[config.mk]
export PLATFORM = sky130hd
export DESIGN_NAME = ipc_link
export DESIGN_NICKNAME = d
export VERILOG_FILES = /design/src/rtl/ipc_link.sv
export SDC_FILE = /design/constraint.sdc
export NUM_CORES = 1
export LEC_CHECK = 0
export BUFFER_PORTS_ARGS = -buffer_cell sky130_fd_sc_hd__buf_2
export CELL_PAD_IN_SITES_DETAIL_PLACEMENT = 1
export CELL_PAD_IN_SITES_GLOBAL_PLACEMENT = 1
export CORE_AREA = 2 2 89 125
export DETAILED_ROUTE_END_ITERATION = 7
export DIE_AREA = 0 0 91 127
export PLACE_DENSITY = 0.89
export SYNTH_ARGS = -nofsm -noshare
export SYNTH_HDL_FRONTEND = slang
export SYNTH_SLANG_ARGS = --single-unit
[constraint.sdc]
create_clock -name clk_bus -period 9.5 [get_ports clk_bus]
set_input_delay 2.375 -clock clk_bus [delete_from_list [all_inputs] [get_ports clk_bus]]
set_output_delay 2.375 -clock clk_bus [all_outputs]
set_load 0.01 [all_outputs]
[src/rtl/ipc_link.sv]
// ipc_link: bit-serial IPC command/reply engine emulating the QL 8049 link.
// Receives host bits from zx8302, returns reply bit and busy flag, and
// buffers PS/2 key events in a small FIFO for the keyboard reply.
// Optional feature: define IPC_KEYROW_EN to add the key_matrix port and
// the 0x9 keyboard-row command.
module ipc_link #(
  parameter int unsigned BUSY_CYCLES     = 8,
  parameter int unsigned FIFO_DEPTH_LOG2 = 3
) (
  input  logic        clk_bus,
  input  logic        reset,
  input  logic        ipc_bit_strobe,
  input  logic        ipc_bit,
  output logic        ipc_reply_bit,
  output logic        ipc_busy,
  input  logic        key_strobe,
  input  logic [5:0]  key_code,
  input  logic [2:0]  key_mod,
  output logic        kbd_pending
`ifdef IPC_KEYROW_EN
  ,
  input  logic [63:0] key_matrix
`endif
);

  localparam int unsigned DEPTH  = 2 ** FIFO_DEPTH_LOG2;
  localparam int unsigned PTR_W  = FIFO_DEPTH_LOG2;
  localparam int unsigned LVL_W  = FIFO_DEPTH_LOG2 + 1;
  localparam int unsigned BUSY_W = 8;
  localparam int unsigned BITS_W = 7;
  localparam int unsigned ENT_W  = 9;
  localparam int unsigned REC_W  = 10;

  typedef enum logic [1:0] {
    S_CMD   = 2'd0,
    S_ARG   = 2'd1,
    S_REPLY = 2'd2
  } state_e;

  state_e              state_q, state_d;
  logic [BUSY_W-1:0]   busy_cnt_q, busy_cnt_d;
  logic                busy_q;
  logic [2:0]          nib_q, nib_d;
  logic [1:0]          nib_cnt_q, nib_cnt_d;
  logic [7:0]          sr_q, sr_d;
  logic [3:0]          sr_cnt_q, sr_cnt_d;
  logic                kbd_q, kbd_d;
  logic [3:0]          rec_bit_q, rec_bit_d;
  logic [BITS_W-1:0]   bits_left_q, bits_left_d;
  logic                reply_bit_q, reply_bit_d;
  logic [ENT_W-1:0]    mem_q [DEPTH];
  logic [PTR_W-1:0]    wr_ptr_q, rd_ptr_q;
  logic [LVL_W-1:0]    level_q, level_d;
  logic                lost_q;
  logic                pending_q;

  logic [3:0]          nibble;
  logic                last_nib;
  logic [2:0]          n_snap;
  logic [REC_W-1:0]    rec_word;
  logic                full, push_ok, drop;
  logic                pop, flush, lost_clr;

  assign nibble   = {nib_q, ipc_bit};
  assign last_nib = ipc_bit_strobe && (nib_cnt_q == 2'd3);
  assign n_snap   = (level_q >= LVL_W'(7)) ? 3'd7 : 3'(level_q);
  assign rec_word = {1'b0, mem_q[rd_ptr_q]};
  assign full     = (level_q == LVL_W'(DEPTH));
  assign push_ok  = key_strobe && !full;
  assign drop     = key_strobe && full;
  assign level_d  = flush ? '0 : (level_q + LVL_W'(push_ok) - LVL_W'(pop));
  assign busy_cnt_d = ipc_bit_strobe ? BUSY_W'(BUSY_CYCLES)
                    : ((busy_cnt_q != '0) ? (busy_cnt_q - BUSY_W'(1)) : '0);

  assign ipc_reply_bit = reply_bit_q;
  assign ipc_busy      = busy_q;
  assign kbd_pending   = pending_q;

  // State register
  always_ff @(posedge clk_bus or posedge reset) begin
    if (reset) state_q <= S_CMD;
    else       state_q <= state_d;
  end

  // Next-state logic: command decode, argument collection, reply drain
  always_comb begin
    state_d = state_q;
    unique case (state_q)
      S_CMD: begin
        if (last_nib) begin
          case (nibble)
            4'h1, 4'h8: state_d = S_REPLY;
`ifdef IPC_KEYROW_EN
            4'h9:       state_d = S_ARG;
`endif
            default:    state_d = S_CMD;
          endcase
        end
      end
      S_ARG:   if (last_nib) state_d = S_REPLY;
      S_REPLY: if (ipc_bit_strobe && (bits_left_q == BITS_W'(1))) state_d = S_CMD;
      default: state_d = S_CMD;
    endcase
  end

  // Datapath next values: nibble shifting, reply loading and serialisation
  always_comb begin
    nib_d       = nib_q;
    nib_cnt_d   = nib_cnt_q;
    sr_d        = sr_q;
    sr_cnt_d    = sr_cnt_q;
    kbd_d       = kbd_q;
    rec_bit_d   = rec_bit_q;
    bits_left_d = bits_left_q;
    reply_bit_d = reply_bit_q;
    pop         = 1'b0;
    flush       = 1'b0;
    lost_clr    = 1'b0;
    if (ipc_bit_strobe) begin
      if (state_q == S_REPLY) begin
        bits_left_d = bits_left_q - BITS_W'(1);
        if (sr_cnt_q != 4'd0) begin
          // header / status / row byte comes from the small shift register
          reply_bit_d = sr_q[7];
          sr_d        = {sr_q[6:0], 1'b0};
          sr_cnt_d    = sr_cnt_q - 4'd1;
          lost_clr    = kbd_q && (sr_cnt_q == 4'd1);
        end else begin
          // key records are read straight from the FIFO head
          reply_bit_d = rec_word[4'd9 - rec_bit_q];
          if (rec_bit_q == 4'd9) begin
            pop       = 1'b1;
            rec_bit_d = 4'd0;
          end else begin
            rec_bit_d = rec_bit_q + 4'd1;
          end
        end
      end else begin
        nib_d     = nibble[2:0];
        nib_cnt_d = nib_cnt_q + 2'd1;
        if (nib_cnt_q == 2'd3) begin
          if (state_q == S_ARG) begin
`ifdef IPC_KEYROW_EN
            sr_d        = key_matrix[{nibble[2:0], 3'b000} +: 8];
            sr_cnt_d    = 4'd8;
            kbd_d       = 1'b0;
            bits_left_d = BITS_W'(8);
`endif
          end else begin
            case (nibble)
              4'h0: flush = 1'b1;
              4'h1: begin
                sr_d        = {7'b0, (level_q != '0)};
                sr_cnt_d    = 4'd8;
                kbd_d       = 1'b0;
                bits_left_d = BITS_W'(8);
              end
              4'h8: begin
                sr_d        = {lost_q, n_snap, 4'b0000};
                sr_cnt_d    = 4'd4;
                kbd_d       = 1'b1;
                rec_bit_d   = 4'd0;
                bits_left_d = BITS_W'(4) + (BITS_W'(n_snap) * BITS_W'(10));
              end
              default: ;
            endcase
          end
        end
      end
    end
  end

  // Datapath, busy counter, FIFO pointers and lost flag registers
  always_ff @(posedge clk_bus or posedge reset) begin
    if (reset) begin
      busy_cnt_q  <= '0;
      busy_q      <= 1'b0;
      nib_q       <= '0;
      nib_cnt_q   <= '0;
      sr_q        <= '0;
      sr_cnt_q    <= '0;
      kbd_q       <= 1'b0;
      rec_bit_q   <= '0;
      bits_left_q <= '0;
      reply_bit_q <= 1'b0;
      wr_ptr_q    <= '0;
      rd_ptr_q    <= '0;
      level_q     <= '0;
      lost_q      <= 1'b0;
      pending_q   <= 1'b0;
    end else begin
      busy_cnt_q  <= busy_cnt_d;
      busy_q      <= (busy_cnt_d != '0);
      nib_q       <= nib_d;
      nib_cnt_q   <= nib_cnt_d;
      sr_q        <= sr_d;
      sr_cnt_q    <= sr_cnt_d;
      kbd_q       <= kbd_d;
      rec_bit_q   <= rec_bit_d;
      bits_left_q <= bits_left_d;
      reply_bit_q <= reply_bit_d;
      level_q     <= level_d;
      pending_q   <= (level_d != '0);
      if (flush) begin
        wr_ptr_q <= '0;
        rd_ptr_q <= '0;
        lost_q   <= 1'b0;
      end else begin
        if (push_ok) wr_ptr_q <= wr_ptr_q + PTR_W'(1);
        if (pop)     rd_ptr_q <= rd_ptr_q + PTR_W'(1);
        if (drop)          lost_q <= 1'b1;
        else if (lost_clr) lost_q <= 1'b0;
      end
    end
  end

  // Key FIFO storage
  always_ff @(posedge clk_bus) begin
    if (push_ok) mem_q[wr_ptr_q] <= {key_mod, key_code};
  end

endmodule

# Word level (Yosys, flattened, before mapping)
# Memories as Yosys holds them, arrays and structs flattened.
# Index checks and enable logic that the tools add are counted.
dict set report op_classes {
  muxes 54
  reduce_logical 28
  magnitude_cmp 2
  bitwise_logic 2
  n_mul 1
  shift 0
  n_addsub 11
  n_div 0
  n_eq_ne 15
}
# cell count
set ops {}
lappend ops {{$mux 8} 6}
lappend ops {{$mux 4} 11}
lappend ops {{$mux 7} 3}
lappend ops {{$mux 1} 19}
lappend ops {{$pmux 8 s2} 1}
lappend ops {{$reduce_bool 8->1} 2}
lappend ops {{$mux 3} 5}
lappend ops {{$reduce_and 5->1} 3}
lappend ops {{$pmux 7 s2} 1}
lappend ops {{$eq 4x4->1 const B} 3}
lappend ops {{$reduce_bool 4->1} 3}
lappend ops {{$ne 2x2->1 const B} 5}
lappend ops {{$reduce_bool 2->1} 5}
lappend ops {{$eq 4x1->1 const B} 2}
lappend ops {{$mux 2} 4}
lappend ops {{$pmux 4 s2} 1}
lappend ops {{$sub 8x1->8 const B} 1}
lappend ops {{$add 3x7->7 const A} 1}
lappend ops {{$eq 7x1->1 const B} 1}
lappend ops {{$sub 7x1->7 const B} 1}
lappend ops {{$add 3x1->3 const B} 2}
lappend ops {{$mul 3x3->6 const B} 1}
lappend ops {{$pmux 2 s3} 1}
lappend ops {{$reduce_bool 3->1} 2}
lappend ops {{other kinds (22)} 29}
dict set report totals {
  inputBits 14
  mem_bits_ro 0
  reg_bits 53
  mem_bits_rw 72
  latch_bits 0
  mem_count 1
}
# memory words width rd rd_ports_with_merged_regs write_ports line
set memory_table {}
lappend memory_table {mem_q 8 9 1 0 1 51} ;# logic [ENT_W-1:0] mem_q [DEPTH];

# Longest topological paths before layout
dict set report logic_depth {
  word_depth 8
  mapped_depth 12
  depth_no_buf 12
}

# Worst setup path before layout
# No wires, ideal clock.
dict set report synth_path {
  path_kind {input to register}
  from {input port key_strobe}
  to {register pending_q (netlist: kbd_pending)}
  arrival_time_ns 4.453
  cell_stages 9
  path_slack_ns 4.908
  setup_time_ns 0.139
  required_time_ns 9.361
  cell_sequence {a21boi_0 -> inv_1 -> ha_1 -> inv_1 -> ha_1 -> fa_1 -> xnor2_1 -> nor2_2 -> or4_1}
}
dict set report synth_between {
  elab_chain_cells 5
}
# item line
set synth_lines {}
lappend synth_lines {{start, declared} 16} ;# input logic key_strobe,
lappend synth_lines {{$logic_and 1x1->1} 69} ;# assign push_ok = key_strobe && !full;
lappend synth_lines {{$add 4x1->4} 71} ;# assign level_d = flush ? '0 : (level_q + LVL_W'(push_ok) - LVL_W'(pop));
lappend synth_lines {{$sub 4x1->4} 71}
lappend synth_lines {{$mux 4} 71}
lappend synth_lines {{net level_d[2]} 53} ;# logic [LVL_W-1:0] level_q, level_d;
lappend synth_lines {{$reduce_bool 4->1} 203} ;# pending_q <= (level_d != '0);
lappend synth_lines {{end signal, assigned} 203}
lappend synth_lines {{end, declared} 55} ;# logic pending_q;
# The timed path passes the listed nets, and every way through them passes these cells.
# A chain may end at the register's enable or synchronous reset.

# Final worst setup path
# Same ends and word-level chain as after synthesis.

==> metrics.md <==
| Metric | Value |
|---|---|
| Fin. Hold Viols | `0` |
| Avg Vias per Cell | `5.92` |
| Fin crit share | `0.509` |
| Synth Register Bits | `124` |
| DRT iter0 DRCs | `163` |
| # H-tree levels | `4` |
| Fin util | `0.623` |
| Wirelength per Cell | `21.9 um` |
| Compound-Gate Fraction of Synth Area | `0.0828` |
| Synthesized cell area | `0.00567 mm2` |
| Skew final | `0.00644 ns` |
| Sw Pwr | `0.794 mW` |
| Hold Path Class | `register to register` |
| Commonest non-fill, non-tap cells in the layout | `edfxtp_1 (72), dfrtp_1 (52), nor2_1 (33)` |
| Layout cells sized above 1 | `0.185` |
| Num CTS Buffers | `17` |
| Sequential Power Share | `0.403` |
| Worst hold endpoint | `sr_q[0]` |
| DRT Pass-1 Iters | `4` |
| Hold-fix buffers, CTS | `0` |
| RSZ-0062 raised after global routing | `false` |
| First-pass GRT wire length | `21100 um` |
| Setup tns final | `0 ns` |
| Hold path depth | `1` |
| Worst Min Path Start | `sr_q[0]` |
| Die Y | `127 um` |
| CP cell instances | `buf_2 -> a21boi_0 -> inv_1 -> ha_1 -> inv_1 -> ha_1 -> fa_1 -> xnor2_1 -> nor2_2 -> or4_1` |
| Routed WL | `13000 um` |
| Max-cap viol count | `0` |
| Post-route ant nets | `0` |
| Worst R2R Start | `sr_cnt_q[0]` |
| R2r endpoint | `kbd_pending` |
| Area grow syn2layout | `13.8%` |
| Placed wire-length estimate | `8660 um` |
| Clock-pin slew on the worst setup and hold paths | `0.06 ns` |
| Adder-cell area share of the yosys netlist | `0.0521` |
| Critical path type | `input pin to register` |
| Vias | `3509` |
| Total gr overflow | `0` |
| FP Rows | `44` |
| Post-synthesis cell type count | `56` |
| Postcts setup bufs | `0` |
| Post-synthesis cell count | `419` |
| FFs w/ async S/R, synth | `0.419` |
| Initial antenna violation count | `0` |
| Final Critical Period | `4.84 ns` |
| CP required | `9.78 ns` |
| CTS tree | `done` |
| Vias in the first global route | `4014` |
| Slew headroom | `0.207` |
| Register area | `0.00346 mm2` |
| DIE AREA | `0.0116 mm2` |
| Least-Margin Pin Slew | `1.19 ns` |
| Pint | `1.43 mW` |
| Cells on worst reg2reg path | `12` |
| I/O pin total | `17` |
| Reported leakage power | `2.46 nW` |
| GRT Total Usage | `0.243` |
| Pwr dens | `345 mW/mm2` |
| Final Wtd Congestion | `0.758` |
| IR Drop Worst-Case VDD | `0.000191 V` |
| Starting Density | `0.548` |
| CP Capture Type | `register` |
| Main synth FF type | `edfxtp_1` |
| Avg Cell Area, Syn | `13.5 um2` |
| Largest net degree at the start of global routing | `53` |
| Clk Latency, worst-skew pair | `0.41 ns` |
| Largest family of logic cells by synthesized area | `simple AND/OR/NAND/NOR gates` |
| CTS Sinks | `124` |
| Fin nets | `479` |
| Fillers | `1016` |
| Die Wd | `91 um` |
| Setup violators final | `0` |
| Clock Power Share | `0.281` |
| Logic pwr share | `0.316` |
| Max Slew Vio Count | `0` |
| Register area share after synthesis | `0.611` |
| Critical-path top delay cell | `a21boi_0` |
| EDFF count, synth | `72` |
| Sw Ratio | `0.357` |
| FF-to-FF setup slack | `5.99 ns` |
| Most common cell after layout, fill and taps aside | `edfxtp_1` |
| Status | `finished, final reports clean` |
| Slowest stage delay, CP | `0.59 ns` |
| Syn nets | `456` |
| Post-synthesis xor/xnor area fraction | `0.0247` |
| Simple-Gate Fraction of Synth Area | `0.108` |
| F_max | `207 MHz` |
| Diode count | `0` |
| Post-CTS sizing | `0` |
| Multi-input logic area | `0.00205 mm2` |
| Maximum buffer depth of the clock tree | `2` |
| Core area | `0.0103 mm2` |
| Clock Tree Root | `clkbuf_16` |
| # port buffers | `16` |
| Worst Path Max Fanout | `5` |
| Mux cell area share after synthesis | `0.0936` |
| Residual DRC | `0` |
| Crit path arrival time | `5.11 ns` |
| Yosys Warn Count | `0` |
| Critical path startpoint category | `input pin` |
-- metal layers --
layer  vias up  global-route usage  routed length (um)
met5         -                   0                   0
met4         0               0.117                 427
met3        28              0.0483                 318
met2        68               0.451                7280
met1      1798               0.264                4950
li1       1615                   -                   -
-- how the worst max path moves through the flow --
stage                    start     endpoint  slack, ns  cells after the start
floorplan           key_strobe  kbd_pending       4.91                      9
global placement    key_strobe  kbd_pending       4.60                     10
detailed placement  key_strobe  kbd_pending       4.34                     10
CTS                 key_strobe  kbd_pending       4.70                     10
global route        key_strobe  kbd_pending       4.52                     10
finish              key_strobe  kbd_pending       4.66                     10
-- state kept, by name, summed over array words and instances (netlist names) --
name	cells
wr_ptr_q	3
nib_q	3
nib_cnt_q	2
rec_bit_q	4
state_q	1
level_q	4
bits_left_q	7
ipc_busy	1
sr_q	8
rd_ptr_q	3
lost_q	1
busy_cnt_q	8
kbd_q	1
mem_q	72
kbd_pending	1
sr_cnt_q	4
ipc_reply_bit	1
-- cell families (layout without fill, tap and decap cells) --
| kind of cell | Yosys count | count (layout) |
|---|---|---|
| flip-flops | 124 | 124 |
| AND/OR/NAND/NOR | 116 | 116 |
| AO/OA/AOI/OAI | 72 | 72 |
| buffers and inverters | 37 | 73 |
| multiplexers | 31 | 31 |
| adder cells (fa/ha/maj) | 23 | 23 |
| XOR/XNOR | 16 | 16 |
-- critical path: cells and delay by family --
family / cells / cell delay [ns]
compound gates: 1 / 0.59
xor+xnor: 1 / 0.20
fa+ha+maj: 3 / 0.98
buf+inv: 3 / 0.35
simple gates: 2 / 0.61
-- power by group through the flow --
stage                     logic [mW]  clock network [mW]  registers [mW]
after CTS                      0.711               0.633           0.899
final                          0.704               0.625           0.898
after global placement         0.640                   0           0.888
after floorplan                0.581                   0           0.803
after detailed placement       0.691                   0           0.905
after global routing           0.780               0.660           0.922
-- Yosys cell counts, types with 7 or more instances --
cell	number	area share
a21oi_1	15	0.013
dfrtp_1	52	0.23
o21ai_0	19	0.017
mux2i_1	8	0.014
inv_1	21	0.014
nand2_1	28	0.019
nand3_1	8	0.0071
buf_2	8	0.0071
nor3_1	12	0.011
mux4_2	17	0.068
clkbuf_1	7	0.0046
xnor2_1	10	0.015
edfxtp_1	72	0.38
nor2_1	33	0.022
ha_1	22	0.049
-- cell type report --
class	instances	share of cell area
Clock buffer	18	0.0666
Inverter	21	0.0122
Sequential cell	124	0.537
Timing Repair Buffer	20	0.0171
Multi-Input combinational cell	258	0.317
Clock inverter	14	0.0229
Tap cell	138	0.0268
-- per-stage QoR --
stage | instances | power (mW) | hold WS [ns] | setup slack (ns) | instance area (um2)
floorplan | 419 | 1.38 | 0.449 | 4.91 | 5670
global placement | 561 | 1.53 | 0.465 | 4.60 | 5870
detailed placement | 561 | 1.60 | 0.489 | 4.34 | 5870
CTS | 593 | 2.24 | 0.501 | 4.70 | 6450
global route | 593 | 2.36 | 0.514 | 4.52 | 6450
finish | 593 | 2.23 | 0.498 | 4.66 | 6450
Note: power is estimated with default switching activity, not from simulation.
